[src/rtl/result_drain_unit.sv]
// Result drain unit: captures a result chain, shifts it into a local buffer and
// serialises the buffered words onto a valid/ready stream, one harvest per Start.
module result_drain_unit #(
  parameter int DATA_WIDTH  = 8,
  parameter int CHAIN_DEPTH = 4
) (
  input  logic                      Clk,
  input  logic                      rst,
  input  logic                      Start,
  input  logic [4*DATA_WIDTH-1:0]   ResultIn_0,
  input  logic [4*DATA_WIDTH-1:0]   ResultIn_1,
  input  logic [4*DATA_WIDTH-1:0]   ResultIn_2,
  input  logic [4*DATA_WIDTH-1:0]   ResultIn_3,
  output logic                      ResultCapture,
  output logic [4*DATA_WIDTH-1:0]   Out_data,
  output logic                      Out_valid,
  input  logic                      Out_ready,
  output logic                      Out_last,
  output logic                      Busy,
  output logic                      Done,
  output logic [1:0]                state_dbg
);

  localparam int RW     = 4 * DATA_WIDTH;
  localparam int SW     = (CHAIN_DEPTH > 1) ? $clog2(CHAIN_DEPTH) : 1;
  localparam int WW     = SW + 2;
  localparam int NWORDS = 4 * CHAIN_DEPTH;

  typedef enum logic [1:0] {
    IDLE    = 2'd0,
    CAPTURE = 2'd1,
    SHIFT   = 2'd2,
    DRAIN   = 2'd3
  } state_t;

  state_t          state;
  state_t          state_nxt;
  logic [SW-1:0]   shift_cnt;
  logic [WW-1:0]   word_cnt;
  logic            done_q;
  logic            shift_last;
  logic            word_last;
  logic            word_xfer;
  logic            in_drain;
  logic [SW-1:0]   rd_entry;
  logic [1:0]      rd_lane;
  logic [RW-1:0]   buf_mem [CHAIN_DEPTH][4];

  // Handshake: Out_valid is high for the whole DRAIN state; a word moves on a
  // cycle where Out_valid and Out_ready are both high, and Out_data/Out_last
  // hold their value until that happens.
  assign in_drain   = (state == DRAIN);
  assign word_xfer  = in_drain && Out_ready;
  assign shift_last = (shift_cnt == SW'(CHAIN_DEPTH - 1));
  assign word_last  = (word_cnt == WW'(NWORDS - 1));
  assign rd_entry   = word_cnt[WW-1:2];
  assign rd_lane    = word_cnt[1:0];
  assign state_dbg  = state;

  always_ff @(posedge Clk or posedge rst) begin
    if (rst) begin
      state <= IDLE;
    end else begin
      state <= state_nxt;
    end
  end

  always_comb begin
    state_nxt = state;
    case (state)
      IDLE:    if (Start) state_nxt = CAPTURE;
      CAPTURE: state_nxt = SHIFT;
      SHIFT:   if (shift_last) state_nxt = DRAIN;
      DRAIN:   if (word_xfer && word_last) state_nxt = IDLE;
      default: state_nxt = IDLE;
    endcase
  end

  always_comb begin
    ResultCapture = (state == CAPTURE);
    Busy          = (state != IDLE);
    Out_valid     = in_drain;
    Out_data      = '0;
    Out_last      = 1'b0;
    if (in_drain) begin
      Out_data = buf_mem[rd_entry][rd_lane];
      Out_last = word_last;
    end
    Done = done_q;
  end

  // Counters restart from zero outside their own state, so an aborted
  // harvest never leaves a stale index behind.
  always_ff @(posedge Clk or posedge rst) begin
    if (rst) begin
      shift_cnt <= '0;
      word_cnt  <= '0;
      done_q    <= 1'b0;
    end else begin
      done_q <= word_xfer && word_last;
      if (state == SHIFT) begin
        shift_cnt <= shift_last ? '0 : shift_cnt + SW'(1);
      end else begin
        shift_cnt <= '0;
      end
      if (in_drain) begin
        if (word_xfer) begin
          word_cnt <= word_last ? '0 : word_cnt + WW'(1);
        end
      end else begin
        word_cnt <= '0;
      end
    end
  end

  // Buffer is not reset: every entry is rewritten during SHIFT before DRAIN reads it.
  always_ff @(posedge Clk) begin
    if (state == SHIFT) begin
      buf_mem[shift_cnt][0] <= ResultIn_0;
      buf_mem[shift_cnt][1] <= ResultIn_1;
      buf_mem[shift_cnt][2] <= ResultIn_2;
      buf_mem[shift_cnt][3] <= ResultIn_3;
    end
  end

endmodule

[config.mk]
export PLATFORM = sky130hd
export DESIGN_NAME = result_drain_unit
export DESIGN_NICKNAME = d
export VERILOG_FILES = /design/src/rtl/result_drain_unit.sv
export SDC_FILE = /design/constraint.sdc
export NUM_CORES = 1
export LEC_CHECK = 0
export ABC_AREA = 0
export CAP_MARGIN = 40
export CORE_UTILIZATION = 57
export DETAILED_ROUTE_END_ITERATION = 12
export PLACE_DENSITY = 0.82
export SLEW_MARGIN = 20
export SYNTH_ARGS = -nofsm -noshare
export SYNTH_HDL_FRONTEND = slang
export SYNTH_SLANG_ARGS = --single-unit
[constraint.sdc]
create_clock -name Clk -period 5.8 [get_ports Clk]
set_clock_uncertainty 0.05 [all_clocks]
set_input_delay 1.16 -clock Clk [delete_from_list [all_inputs] [get_ports Clk]]
set_output_delay 1.16 -clock Clk [all_outputs]
set_load 0.1 [all_outputs]
==> results.md <==
- CTS tree: built
- Routability cong.: 0.715
- Post-cts hold buffer count: 0
- Final Power: 10500 uW
- Relative slew slack: 48.7%
- Post-CTS Repair Setup Buffers: 0
- Sequential share of the synthesized area: 78.8%
- Post-DRT Antenna Nets: 0
- Hold Path Class: flop to flop
- Core Rows: 67
- Synthesized area: ~0.020 mm2
- Post-Syn Nets: 963
- Commonest non-fill, non-tap cell in the layout: edfxtp_1
- Post-Route WL: ~39000 um
- Number of antenna violations at the first check in global routing: 5
- DRT iter0 DRCs: between 900 and 1000
- Synth Flop Type: edfxtp_1
- Worst EP arrival: 3.22 ns
- Syn avg cell area: 24.1 um2
- Cts repair resizes: 0
- CP max FO: 30
- CP Class: flop to primary output
- Clock latency on the worst-skew pair: 0.55 ns
- Post-synth ARST share: under 10%
- Area leader, netlist: edfxtp_1
- Final #Nets: roughly 1200
- Die ar.: 0.0355 mm2
- Initial Util: between 50% and 60%
- H-tree level count: 2
- Minimum clock period: 4.43 ns
- DRC viols: 0
- Hold Fails Final Rpt: 0
- Die Span X: approximately 190 um
- Worst endpoint required time: 4.59 ns
- Main area contributors after synthesis: edfxtp_1 78%, mux4_2 13%, mux4_1 1.7%
- Startpoint types: flop
- VDD IR-drop max: 404 uV
- Post-synth EDFFs: 512
- Fmax: 226 MHz
- HPWL after DPL: 22900 um
- Total track usage: 22.5%
- Setup tns final: 0 ns
- Fin. max-slew vios: 0
- Pin count of the biggest net entering global routing: 69
- PwrDens: 442 mW/mm2
- Share of cells above drive strength 1: 24.0%
- Port Buffers: 170
- First-pass GRT wire length: 59300 um
- # IOs: about 170
- Synth Register Bits: roughly 520
- Cells after Synth: 821
- Worst-path clk slew: 0.06 ns
- Routed vias: 9303
- Clk sinks: 521
- Crit end category: primary output
- CTS max path bufs: 3
- P&R area growth vs syn: 19.8%
- Vias in the first global route: 9726
- Yosys top cell area share: 77.6%
- Pleak: around 0.0076 uW
- Die Y: ~190 um
- Drt pass-1 iters: 5
- Synth warn: 0
- GRT overflow: 0
- Most frequent cells in the layout: 512 x edfxtp_1, 139 x clkdlybuf4s50_1, 113 x mux4_2, 51 x clkbuf_16, 43 x buf_4
- RSZ-0062 raised after global routing: false
- CTS Buf Count: 50
- Synth unique cells: 38
- Period utilization: 76.4%
- Drt wl/cell: about 26 um
- MaxCap Viol Count: 0
- Root Driver: clkbuf_16
- DR vias/cell: between 6 and 7
- Worst Max-Slew Pin Slew: 0.770 ns
- CORE AREA: between 0.03 and 0.04 mm2
- Status: finished, final reports clean
- Finish-stage setup viols: 0
[metal layers]
metal  GRT usage [%]  share of wire (%)
met5               0              0.072
met1            31.2                 39
met2            37.4                 51
met4            6.23                2.1
met3            4.13                7.5
[cells by family (layout without fill, tap and decap cells)]
logic type               after synthesis  after routing  synth area share (%)
flip-flops                           521            521                  78.8
multiplexers                         132            132                  14.9
AO/OA/AOI/OAI                         73             73                  3.31
buffers and inverters                 54            297                  1.45
AND/OR/NAND/NOR                       30             30                 0.897
adder cells (fa/ha/maj)               10             10                 0.632
XOR/XNOR                               1              1                0.0442
other                                  0              2                     0
[cell usage after synthesis (3+ instances only)]
library cell  instances
a22o_1               31
and2_1                6
inv_1                 8
nand2b_1              5
edfxtp_1            512
buf_1                 3
a21oi_1               3
nor2_1                4
buf_6                 3
and3_1                5
dfrtp_1               9
mux4_1               13
mux2_2                4
ha_1                 10
nand2_1               3
buf_2                14
clkbuf_1             22
mux4_2              113
a221o_1              31
[where the power goes]
part,switching (uW),internal [uW]
logic,1630,841
registers,160,4790
clock network,1310,1770
[worst max-delay path, cell delays in order (launching register included)]
cell	delay, ns
dfrtp_4	0.74
buf_4	0.50
mux4_1	0.63
a22o_1	0.27
a221o_1	0.26
buf_4	0.23
[final cells by class]
cell class	instances	area, um2
Sequential cell	521	15600
Tap cell	448	561
Antenna cell	2	5.00
Inverter	8	30.0
Multi-Input combinational cell	246	3940
Clock inverter	23	205
Timing Repair Buffer	199	2030
Clock buffer	67	1350
Fill cell	1989	10100
[per-stage QoR]
stage | cell area [um2] | utilization (%) | cells | hold slack, ns | worst slack, ns
6_report | 23700 | 70.1 | 1514 | 0.488 | 1.37
5_1_grt | 23700 | 70.1 | 1513 | 0.515 | 1.18
4_1_cts | 23700 | 70.0 | 1510 | 0.484 | 1.30
3_5_place_dp | 22100 | 65.4 | 1420 | 0.470 | 1.88
3_3_place_gp | 21900 | 64.6 | 1406 | 0.432 | 1.58
2_1_floorplan | 19800 | - | 821 | 0.405 | 0.00228
[state kept, by name, summed over array words and instances, names as in the netlist]
name	flops
buf_mem	512
word_cnt	4
shift_cnt	2
state_dbg	2
Done	1
[worst paths after layout]
kind	from	to	slack (ns)	depth (start not counted)
hold reg to reg	shift_cnt[0]	shift_cnt[0]	0.49	1
max in group asynchronous	rst	word_cnt[0]	4.56	2
hold / removal	shift_cnt[0]	shift_cnt[0]	0.49	1
setup / recovery	word_cnt[2]	Out_data[24]	1.37	5
setup reg to reg	state_dbg[0]	buf_mem[0][57]	3.18	4
min in group asynchronous	rst	word_cnt[2]	0.84	2
Note: power is estimated with default switching activity, not from simulation.
